`src/rtl/cpu_pkg.sv`:
```
// Shared core constants: address/instruction widths and the reset fetch address.
package cpu_pkg;
  localparam int ADDR_W = 32;
  localparam int INSTR_W = 32;
  localparam logic [ADDR_W-1:0] RESET_PC = '0;
endpackage

```
`src/rtl/instr_fetch_queue_if.sv`:
```
// Fetch front-end bus: imem request/response channels, redirect, and the IF/ID handshake.
interface instr_fetch_queue_if #(
  parameter int ADDR_W = cpu_pkg::ADDR_W
);
  import cpu_pkg::*;

  logic               imem_req_valid;
  logic               imem_req_ready;
  logic [ADDR_W-1:0]  imem_req_addr;
  logic               imem_rsp_valid;
  logic [INSTR_W-1:0] imem_rsp_data;
  logic               redirect;
  logic [ADDR_W-1:0]  redirect_addr;
  logic               fq_valid;
  logic               fq_ready;
  logic [INSTR_W-1:0] fq_instr;
  logic [ADDR_W-1:0]  fq_next_pc;

  modport master (
    output imem_req_valid, imem_req_addr, fq_valid, fq_instr, fq_next_pc,
    input  imem_req_ready, imem_rsp_valid, imem_rsp_data, redirect, redirect_addr, fq_ready
  );

  modport slave (
    input  imem_req_valid, imem_req_addr, fq_valid, fq_instr, fq_next_pc,
    output imem_req_ready, imem_rsp_valid, imem_rsp_data, redirect, redirect_addr, fq_ready
  );
endinterface

```
`src/rtl/instr_fetch_queue_fetch_fifo.sv`:
```
// Generic synchronous FIFO; head data is read straight from storage, push ignored when full,
// pop ignored when empty, flush empties it and overrides push/pop.
module fetch_fifo #(
  parameter int WIDTH = 32,
  parameter int DEPTH = 4
) (
  input  logic                     clk,
  input  logic                     reset,
  input  logic                     push_i,
  input  logic                     pop_i,
  input  logic                     flush_i,
  input  logic [WIDTH-1:0]         wr_data_i,
  output logic [WIDTH-1:0]         rd_data_o,
  output logic                     full_o,
  output logic                     empty_o,
  output logic [$clog2(DEPTH):0]   count_o
);
  localparam int AW = $clog2(DEPTH);
  localparam int CW = AW + 1;

  logic [WIDTH-1:0] mem_q [DEPTH];
  logic [AW-1:0]    wr_ptr_q, wr_ptr_d, rd_ptr_q, rd_ptr_d;
  logic [CW-1:0]    count_q, count_d;
  logic             do_push, do_pop;

  assign full_o    = (count_q == CW'(DEPTH));
  assign empty_o   = (count_q == '0);
  assign count_o   = count_q;
  assign rd_data_o = mem_q[rd_ptr_q];
  assign do_push   = push_i && !full_o && !flush_i;
  assign do_pop    = pop_i && !empty_o && !flush_i;

  always_comb begin
    wr_ptr_d = wr_ptr_q;
    rd_ptr_d = rd_ptr_q;
    count_d  = count_q + CW'(do_push) - CW'(do_pop);
    if (do_push) wr_ptr_d = wr_ptr_q + AW'(1);
    if (do_pop)  rd_ptr_d = rd_ptr_q + AW'(1);
    if (flush_i) begin
      wr_ptr_d = '0;
      rd_ptr_d = '0;
      count_d  = '0;
    end
  end

  always_ff @(posedge clk) begin
    if (reset) begin
      wr_ptr_q <= '0;
      rd_ptr_q <= '0;
      count_q  <= '0;
    end else begin
      wr_ptr_q <= wr_ptr_d;
      rd_ptr_q <= rd_ptr_d;
      count_q  <= count_d;
    end
  end

  always_ff @(posedge clk) begin
    if (do_push) mem_q[wr_ptr_q] <= wr_data_i;
  end
endmodule

```
`src/rtl/instr_fetch_queue.sv`:
```
// Fetch front end: owns the PC, issues imem requests, queues {instr, next_pc} for IF/ID.
// Response-to-fq_valid is one cycle; requests stall while queued + outstanding reaches DEPTH.
module instr_fetch_queue #(
  parameter int                ADDR_W   = cpu_pkg::ADDR_W,
  parameter int                DEPTH    = 4,
  parameter logic [ADDR_W-1:0] RESET_PC = ADDR_W'(cpu_pkg::RESET_PC)
) (
  input logic                 clk,
  input logic                 reset,
  instr_fetch_queue_if.master bus
);
  import cpu_pkg::*;

  localparam int CW = $clog2(DEPTH) + 1;
  localparam int QW = INSTR_W + ADDR_W;

  logic [ADDR_W-1:0] pc_q, pc_d;
  logic [CW-1:0]     outst_q, outst_d, discard_q, discard_d;
  logic [CW-1:0]     q_count, af_count;
  logic              q_full, q_empty, af_full, af_empty;
  logic [QW-1:0]     q_head;
  logic [ADDR_W-1:0] af_head;
  logic [CW:0]       inflight;
  logic              req_valid, req_fire, rsp, rsp_keep;

  assign rsp       = bus.imem_rsp_valid;
  assign inflight  = (CW+1)'(q_count) + (CW+1)'(outst_q);
  assign req_valid = !reset && !bus.redirect && !af_full && (inflight < (CW+1)'(DEPTH));
  assign req_fire  = req_valid && bus.imem_req_ready;
  assign rsp_keep  = rsp && (discard_q == '0) && !bus.redirect;

  assign bus.imem_req_valid = req_valid;
  assign bus.imem_req_addr  = pc_q;
  assign bus.fq_valid       = !q_empty && !reset;
  assign bus.fq_instr       = bus.fq_valid ? q_head[QW-1:ADDR_W] : '0;
  assign bus.fq_next_pc     = bus.fq_valid ? q_head[ADDR_W-1:0] : '0;

  // Redirect takes the discard count from the pre-flush outstanding total.
  always_comb begin
    pc_d      = pc_q;
    outst_d   = outst_q + CW'(req_fire) - CW'(rsp);
    discard_d = discard_q;
    if (bus.redirect) begin
      pc_d      = bus.redirect_addr;
      discard_d = outst_q - CW'(rsp);
    end else begin
      if (req_fire) pc_d = pc_q + ADDR_W'(1);
      if (rsp && discard_q != '0) discard_d = discard_q - CW'(1);
    end
  end

  always_ff @(posedge clk) begin
    if (reset) begin
      pc_q      <= RESET_PC;
      outst_q   <= '0;
      discard_q <= '0;
    end else begin
      pc_q      <= pc_d;
      outst_q   <= outst_d;
      discard_q <= discard_d;
    end
  end

  fetch_fifo #(.WIDTH(QW), .DEPTH(DEPTH)) u_instr_q (
    .clk       (clk),
    .reset     (reset),
    .push_i    (rsp_keep),
    .pop_i     (bus.fq_valid && bus.fq_ready),
    .flush_i   (bus.redirect),
    .wr_data_i ({bus.imem_rsp_data, af_head + ADDR_W'(1)}),
    .rd_data_o (q_head),
    .full_o    (q_full),
    .empty_o   (q_empty),
    .count_o   (q_count)
  );

  fetch_fifo #(.WIDTH(ADDR_W), .DEPTH(DEPTH)) u_addr_q (
    .clk       (clk),
    .reset     (reset),
    .push_i    (req_fire),
    .pop_i     (rsp_keep),
    .flush_i   (bus.redirect),
    .wr_data_i (pc_q),
    .rd_data_o (af_head),
    .full_o    (af_full),
    .empty_o   (af_empty),
    .count_o   (af_count)
  );

  a_no_overflow: assert property (@(posedge clk) disable iff (reset) !(rsp && q_full));
  a_addr_track:  assert property (@(posedge clk) disable iff (reset) !(rsp_keep && af_empty));
  a_af_count:    assert property (@(posedge clk) disable iff (reset) af_count == outst_q - discard_q);
endmodule

```
`src/flat_wrapper.sv`:
```
// flat-port wrapper written by rule: the top's interface ports become plain ports
module instr_fetch_queue_flat import cpu_pkg::*;
#(
  parameter int                ADDR_W   = cpu_pkg::ADDR_W,
  parameter int                DEPTH    = 4,
  parameter logic [ADDR_W-1:0] RESET_PC = ADDR_W'(cpu_pkg::RESET_PC)
)
  (clk, reset, bus_imem_req_valid, bus_imem_req_addr, bus_fq_valid, bus_fq_instr, bus_fq_next_pc, bus_imem_req_ready, bus_imem_rsp_valid, bus_imem_rsp_data, bus_redirect, bus_redirect_addr, bus_fq_ready);
  instr_fetch_queue_if #(.ADDR_W(ADDR_W)) bus_i ();
  input logic clk;
  input logic reset;
  output wire logic [$bits(bus_i.imem_req_valid)-1:0] bus_imem_req_valid;
  output wire logic [$bits(bus_i.imem_req_addr)-1:0] bus_imem_req_addr;
  output wire logic [$bits(bus_i.fq_valid)-1:0] bus_fq_valid;
  output wire logic [$bits(bus_i.fq_instr)-1:0] bus_fq_instr;
  output wire logic [$bits(bus_i.fq_next_pc)-1:0] bus_fq_next_pc;
  input wire logic [$bits(bus_i.imem_req_ready)-1:0] bus_imem_req_ready;
  input wire logic [$bits(bus_i.imem_rsp_valid)-1:0] bus_imem_rsp_valid;
  input wire logic [$bits(bus_i.imem_rsp_data)-1:0] bus_imem_rsp_data;
  input wire logic [$bits(bus_i.redirect)-1:0] bus_redirect;
  input wire logic [$bits(bus_i.redirect_addr)-1:0] bus_redirect_addr;
  input wire logic [$bits(bus_i.fq_ready)-1:0] bus_fq_ready;
  assign bus_imem_req_valid = bus_i.imem_req_valid;
  assign bus_imem_req_addr = bus_i.imem_req_addr;
  assign bus_fq_valid = bus_i.fq_valid;
  assign bus_fq_instr = bus_i.fq_instr;
  assign bus_fq_next_pc = bus_i.fq_next_pc;
  assign bus_i.imem_req_ready = bus_imem_req_ready;
  assign bus_i.imem_rsp_valid = bus_imem_rsp_valid;
  assign bus_i.imem_rsp_data = bus_imem_rsp_data;
  assign bus_i.redirect = bus_redirect;
  assign bus_i.redirect_addr = bus_redirect_addr;
  assign bus_i.fq_ready = bus_fq_ready;
  instr_fetch_queue #(.ADDR_W(ADDR_W), .DEPTH(DEPTH), .RESET_PC(RESET_PC)) u_core (.clk(clk), .reset(reset), .bus(bus_i));
endmodule
```
`config.mk`:
```
export PLATFORM = sky130hd
export DESIGN_NAME = instr_fetch_queue_flat
export DESIGN_NICKNAME = d
export VERILOG_FILES = /design/src/rtl/cpu_pkg.sv /design/src/rtl/instr_fetch_queue_if.sv /design/src/rtl/instr_fetch_queue_fetch_fifo.sv /design/src/rtl/instr_fetch_queue.sv /design/src/flat_wrapper.sv
export SDC_FILE = /design/constraint.sdc
export NUM_CORES = 1
export LEC_CHECK = 0
export BUFFER_PORTS_ARGS = -buffer_cell sky130_fd_sc_hd__buf_2
export CORE_MARGIN = 5
export CORE_UTILIZATION = 55
export CTS_BUF_LIST = sky130_fd_sc_hd__clkbuf_16
export CTS_CLUSTER_DIAMETER = 60
export DETAILED_ROUTE_END_ITERATION = 7
export GPL_ROUTABILITY_DRIVEN = 0
export MAX_ROUTING_LAYER = met4
export PLACE_DENSITY_LB_ADDON = 0.05
export SYNTH_ARGS = -nofsm -noshare
export SYNTH_HDL_FRONTEND = slang
export SYNTH_SLANG_ARGS = --single-unit
export TNS_END_PERCENT = 20
```
`constraint.sdc`:
```
create_clock -name clk -period 3.8 [get_ports clk]
set_input_delay 0.19 -clock clk [delete_from_list [all_inputs] [get_ports clk]]
set_output_delay 0.19 -clock clk [all_outputs]
set_load 0.01 [all_outputs]
```
# Yosys cells after proc, flatten, opt, wreduce, memory -nomap -nowiden
# Memories as Yosys holds them, arrays and structs flattened. A register that Yosys moved wholly into a read port is not among the register bits.
# Cells that the tools add are included.
[classes]
addsub = 15
n_eq_ne = 2
n_mux = 14
order_cmp = 1
reduce_logical = 30
[ops]
columns = ["cell", "count"]
rows = [
  ["32-bit two-way mux", 4],
  ["32-bit by 1-bit adder with 32-bit output (second input constant)", 2],
  ["1-bit logical AND", 17],
  ["3-bit by 1-bit subtractor with 3-bit output", 4],
  ["3-bit by 1-bit adder with 3-bit output", 3],
  ["3-bit logical NOT", 3],
  ["2-bit by 1-bit adder with 2-bit output (second input constant)", 4],
  ["2-bit two-way mux", 4],
  ["3-bit == test (second input constant)", 2],
  ["1-bit logical NOT", 6],
  ["3-bit two-way mux", 2],
  ["3-bit by 3-bit adder with 4-bit output", 1],
  ["4-bit by 3-bit less-than comparator with 1-bit output (second input constant)", 1],
  ["1-bit two-way mux", 4],
  ["2-bit nonzero test", 2],
  ["3-bit nonzero test", 1],
  ["3-bit by 1-bit subtractor with 3-bit output (second input constant)", 1],
  ["2-bit OR reduction", 1],
]
[totals]
out_inout_bits = 98
in_bits = 70
reg_bits = 52
elab_cells = 73
ram_bits = 384
memories = 2
[mem_list]
columns = ["memory", "words", "width", "read_ports", "rd_ports_with_merged_regs", "wr", "line", "text"]
rows = [
  ["u_core.u_instr_q.mem_q", 4, 64, 1, 1, 1, "instr_fetch_queue_fetch_fifo.sv:21", "logic [WIDTH-1:0] mem_q [DEPTH];"],
  ["u_core.u_addr_q.mem_q", 4, 32, 1, 1, 1, "instr_fetch_queue_fetch_fifo.sv:21", ""],
]

# Longest topological paths before layout
[depth]
ltp_word = 9
ltp_mapped = 15
depth_no_buf = 12

# By module
# From an unflattened synthesis, not the netlist that was laid out.
[hier_totals]
hier_cells = 1043
hier_area_um2 = 18267.5
[by_module_without_submodules]
columns = ["mod", "area_per_inst_um2", "cells_per_inst", "seq_area_each_um2", "n_inst"]
rows = [
  ["fetch_fifo at u_core.u_instr_q", 9816.9, 384, 7867.5, 1],
  ["fetch_fifo at u_core.u_addr_q", 5165.0, 217, 4023.9, 1],
  ["instr_fetch_queue", 3285.7, 442, 760.7, 1],
]

# Worst setup path after synthesis
# Ideal clock, no wire load.
[synth_timing]
path_type = "flip-flop to flip-flop"
start = "register u_core.u_instr_q.count_q[2] (netlist: u_core.u_instr_q.count_o[2])"
end = "register u_core.u_addr_q.count_q[2] (netlist: u_core.u_addr_q.count_o[2])"
required_ns = 3.672
stages_incl_launch_ff = 16
path_slack_ns = 0.482
setup_time_ns = 0.128
period_less_slack_ns = 3.318
t_arrival_ns = 3.190
cell_sequence = "dfxtp_1 -> ha_1 -> or4_4 -> nor4_4 -> and2_1 -> buf_4 -> inv_2 -> buf_6 -> clkbuf_1 -> ha_1 -> inv_1 -> ha_1 -> fa_1 -> xnor2_1 -> xnor2_1 -> nor2_1"
[synth_via]
elab_chain_len = 8
[synth_lines]
columns = ["item", "line", "text"]
rows = [
  ["from (decl)", "instr_fetch_queue_fetch_fifo.sv:23", "logic [CW-1:0] count_q, count_d;"],
  ["from (signal assigned)", "instr_fetch_queue_fetch_fifo.sv:54", "count_q <= count_d;"],
  ["3-bit by 3-bit adder with 4-bit output", "instr_fetch_queue.sv:27", "assign inflight = (CW+1)'(q_count) + (CW+1)'(outst_q);"],
  ["4-bit by 3-bit less-than comparator with 1-bit output", "instr_fetch_queue.sv:28", "assign req_valid = !reset && !bus.redirect && !af_full && (inflight < (CW+1)'(DEPTH));"],
  ["1-bit logical AND", "instr_fetch_queue.sv:28", ""],
  ["named net bus_imem_req_valid", "flat_wrapper.sv:12", "output wire logic [$bits(bus_i.imem_req_valid)-1:0] bus_imem_req_valid;"],
  ["1-bit logical AND", "instr_fetch_queue.sv:29", "assign req_fire = req_valid && bus.imem_req_ready;"],
  ["1-bit logical AND (2 in series)", "instr_fetch_queue_fetch_fifo.sv:30", "assign do_push = push_i && !full_o && !flush_i;"],
  ["3-bit by 1-bit adder with 3-bit output", "instr_fetch_queue_fetch_fifo.sv:36", "count_d = count_q + CW'(do_push) - CW'(do_pop);"],
  ["3-bit by 1-bit subtractor with 3-bit output", "instr_fetch_queue_fetch_fifo.sv:36", ""],
  ["to (signal assigned)", "instr_fetch_queue_fetch_fifo.sv:54", ""],
  ["to (decl)", "instr_fetch_queue_fetch_fifo.sv:23", ""],
]
# The timed path passes the listed nets, and every way through them passes these cells.
# A chain may end at the register's enable or synchronous reset.

==> parameters.txt <==
Parameter                              Value

Status
  Result of the run ... finished, final reports clean

Worst setup path
  Type of the worst setup path ... flip-flop to flip-flop
  Element type at the critical path start ... flip-flop
  Endpoint arrival time on the critical path ... 3.26 ns
  Biggest fanout along the worst timing path ... 18
  Critical path capture point type ... flip-flop
  Data required time at the worst endpoint ... 4.12 ns

Route
  Avg WL per Cell ... 19.9 um
  Drt first-iter violations ... 585
  Pre-antenna DRT Iters ... 4
  Post-detailed-route DRC marker count ... 0
  Detailed-route via count ... 9892
  Vias per inst ... 5.57
  Number of routed nets with antenna violations ... 0
  Total Routed Length ... 35500 um

Final layout
  Net count, final ... 1395
  Synth-to-layout area growth ... 19.5%
  Final cell count without fillers ... 1777
  Multi-input gate area in the final layout ... 5000 um2
  Fraction of final layout cells with drive strength greater than 1 ... 0.280
  Filler Cell Count ... 2286
  Diodes inserted ... 0
  Flip-flop and latch area ... 12700 um2

Logic synthesis
  Mean area per synthesized cell ... 17.1 um2
  Gate count of the mapped netlist ... 1048
  Net count after synthesis ... 1143
  Cell types with the highest counts after synthesis ... 384 x edfxtp_1, 96 x mux4_2, 81 x and2_1
  Cell types with the largest area share after synthesis ... edfxtp_1 64%, mux4_2 12%, dfxtp_1 6.2%, and2_1 2.8%, xnor2_1 2.0%
  Top FF cell, synth ... edfxtp_1
  Most common cell in the synthesized netlist ... edfxtp_1
  Yosys warning total ... 0
  Number of enable flip-flop cells after synthesis ... 384
  Unique cell type count in the Yosys netlist ... 49
  Cell taking the most area after synthesis ... edfxtp_1
  Synth Cell Area ... 18000 um2
  Fraction of synthesized cell area taken by the top area cell type ... 0.642
  Share of flip-flops with an asynchronous set or reset after synthesis ... 0
  Portion of the post-synthesis area used by sequential elements ... 0.704
  Register bit count reported by yosys ... 440

CTS
  Root buffer selected by CTS ... clkbuf_16
  Hold_buf cts ... 62
  Maximum buffer depth of the clock tree ... 3
  TritonCTS buffer count ... 45
  Source-to-sink clock delay at the later pin of the worst-skew pair ... 0.54 ns
  Number of gates given a new drive strength after cts ... 0
  CTS HTree Levels ... 2
  CTS tree ... done
  Sink count of the clock tree ... 440
  # Post-CTS Setup Buffers ... 0
  Clock transition time at the flip-flop clock pins of the worst setup and hold paths ... 0.06 ns

Floorplanning
  Row cnt ... 66
  Area of the core ... 32400 um2
  Top-level port count ... 168
  Effective utilization at floorplan ... 0.555
  Chip height ... 191 um
  Width of the die ... 191 um
  Die ar. ... 36400 um2

Worst hold path
  Worst Hold Class ... primary input to flip-flop

Placed design
  Half-perimeter wire length after detailed placement ... 22100 um
  Placed insts ... 1633
  Worst slack after detailed placement ... 0.806 ns
  I/O Buffers ... 167

Power
  Net switching fraction of the power ... 0.207
  Total power per unit cell area ... 481 nW/um2
  Register share of total power ... 0.530
  Internal cell power ... 8.20 mW
  Largest vdd supply drop ... 290 uV
  Leakage power summed over all cells ... 7.48 nW
  Switching component of the power ... 2.14 mW
  Proportion of power drawn by the clock network ... 0.413
  Combinational share of power ... 0.057

STA
  Worst path setup slack after routing ... 0.859 ns
  Worst clock skew ... 0.0131 ns
  Worst slew margin relative to its limit ... 0.455
  Final setup fails ... 0
  Fraction of the cycle the final worst path needs ... 0.774
  Number of pins exceeding their max-slew limit in the final report ... 0
  Final Hold Vio Count ... 0
  Minimum clock period ... 2.94 ns
  Achievable clock frequency ... 340 MHz
  Sum Neg Setup Slack ... 0 ns
  RSZ-0062 raised after global routing ... no
  Transition time of the tightest slew-check pin ... 0.818 ns

GRT
  GR Util All Layers ... 0.205
  Wire length of the first global-routing pass ... 56600 um
  Pin count of the biggest net entering global routing ... 65
  Gr ovfl total ... 0
  Number of antenna violations at the first check in global routing ... 0
  Via count of the first global-routing pass ... 10.2k

Job
  Number of max-cap violations ... 0
==> layer usage <==
layer / wire, um / part of all wire / vias to the layer above / track usage
met1: 15800 / 0.44 / 4905 / 0.288
met3: 2030 / 0.057 / 64 / 0.0322
met4: 787 / 0.022 / 0 / 0.0514
met2: 16900 / 0.48 / 331 / 0.321
met5: 0 / 0 / - / -
li1: - / - / 4592 / -
==> state kept, by name (all words and copies together) (netlist names), named ones only <==
| register | count |
|---|---|
| u_core.bus.imem_req_addr | 32 |
| u_core.u_addr_q.count_o | 3 |
| u_core.u_addr_q.wr_ptr_q | 2 |
| u_core.u_instr_q.mem_q | 256 |
| u_core.outst_q | 3 |
| u_core.discard_q | 3 |
| u_core.u_instr_q.wr_ptr_q | 2 |
| u_core.u_addr_q.rd_ptr_q | 2 |
| u_core.u_instr_q.rd_ptr_q | 2 |
| u_core.u_addr_q.mem_q | 128 |
| u_core.u_instr_q.count_o | 3 |
==> worst max-delay path, cell delays in order, from the launching register on <==
cell	delay [ns]
dfxtp_1	0.75
buf_4	0.39
mux4_2	0.29
nand4_1	0.20
nor3_2	0.53
nand4_1	0.19
xnor2_1	0.36
==> final timing paths <==
check	start	to	slack, ns	cells past startpoint
worst max-delay path	flip-flop	u_core.u_instr_q.mem_q[0][26]	0.86	6
worst min-delay path	bus_imem_rsp_valid	u_core.discard_q[0]	0.04	3
worst max register to register	flip-flop	u_core.u_instr_q.mem_q[0][26]	0.86	6
worst min register to register	u_core.u_addr_q.wr_ptr_q[1]	u_core.u_addr_q.wr_ptr_q[1]	0.51	2
==> through the flow <==
step	power, mW	instance area, um2	util	hold WS, ns
after floorplan	5.90	18000	-	0.289
after global placement	6.11	19400	0.599	0.408
after detailed placement	6.12	19400	0.599	0.406
after CTS	10.4	21500	0.663	0.0162
after global routing	10.7	21500	0.663	0.0425
final	10.3	21500	0.663	0.0369
==> area by class of cell <==
cell class                      count  area share
Tap cell                          442      0.0258
Clock inverter                     36      0.0138
Inverter                           29     0.00507
Timing Repair Buffer              254      0.0795
Multi-Input combinational cell    530       0.233
Clock buffer                       46      0.0536
Sequential cell                   440       0.590
==> placed cells by master (no fill, tap or decap), types with 14 or more instances in the layout <==
master | Yosys | final
ha_1 | 22 | 22
a31oi_1 | 14 | 14
mux4_2 | 96 | 96
clkbuf_16 | 0 | 46
nand4_1 | 20 | 20
xnor2_1 | 41 | 41
nor2_1 | 47 | 46
edfxtp_1 | 384 | 384
o21ai_0 | 15 | 15
and2_1 | 81 | 77
a21oi_1 | 28 | 28
nand3_1 | 22 | 22
buf_2 | 4 | 167
dfxtp_1 | 56 | 53
dlygate4sd3_1 | 0 | 62
and3_1 | 19 | 19
nand2_1 | 43 | 43
buf_4 | 4 | 20
inv_1 | 28 | 36
==> power by group through the flow <==
stage                     Sequential, mW  Combinational [mW]  Clock (mW)
after floorplan                     5.56               0.342           0
after global placement              5.57               0.539           0
after detailed placement            5.58               0.546           0
after CTS                           5.48               0.598        4.37
after global routing                5.49               0.657        4.59
final                               5.48               0.591        4.27
==> cell families (layout without fill, tap and decap cells) <==
group | count (synthesis) | count (layout) | synth area share
flip-flops | 440 | 440 | 0.704
adder cells (fa/ha/maj) | 25 | 25 | 0.0187
XOR/XNOR | 52 | 52 | 0.0253
AO/OA/AOI/OAI | 86 | 86 | 0.0295
AND/OR/NAND/NOR | 267 | 267 | 0.0813
multiplexers | 100 | 100 | 0.123
buffers and inverters | 78 | 365 | 0.0182
Note: power is estimated with default switching activity, not from simulation.
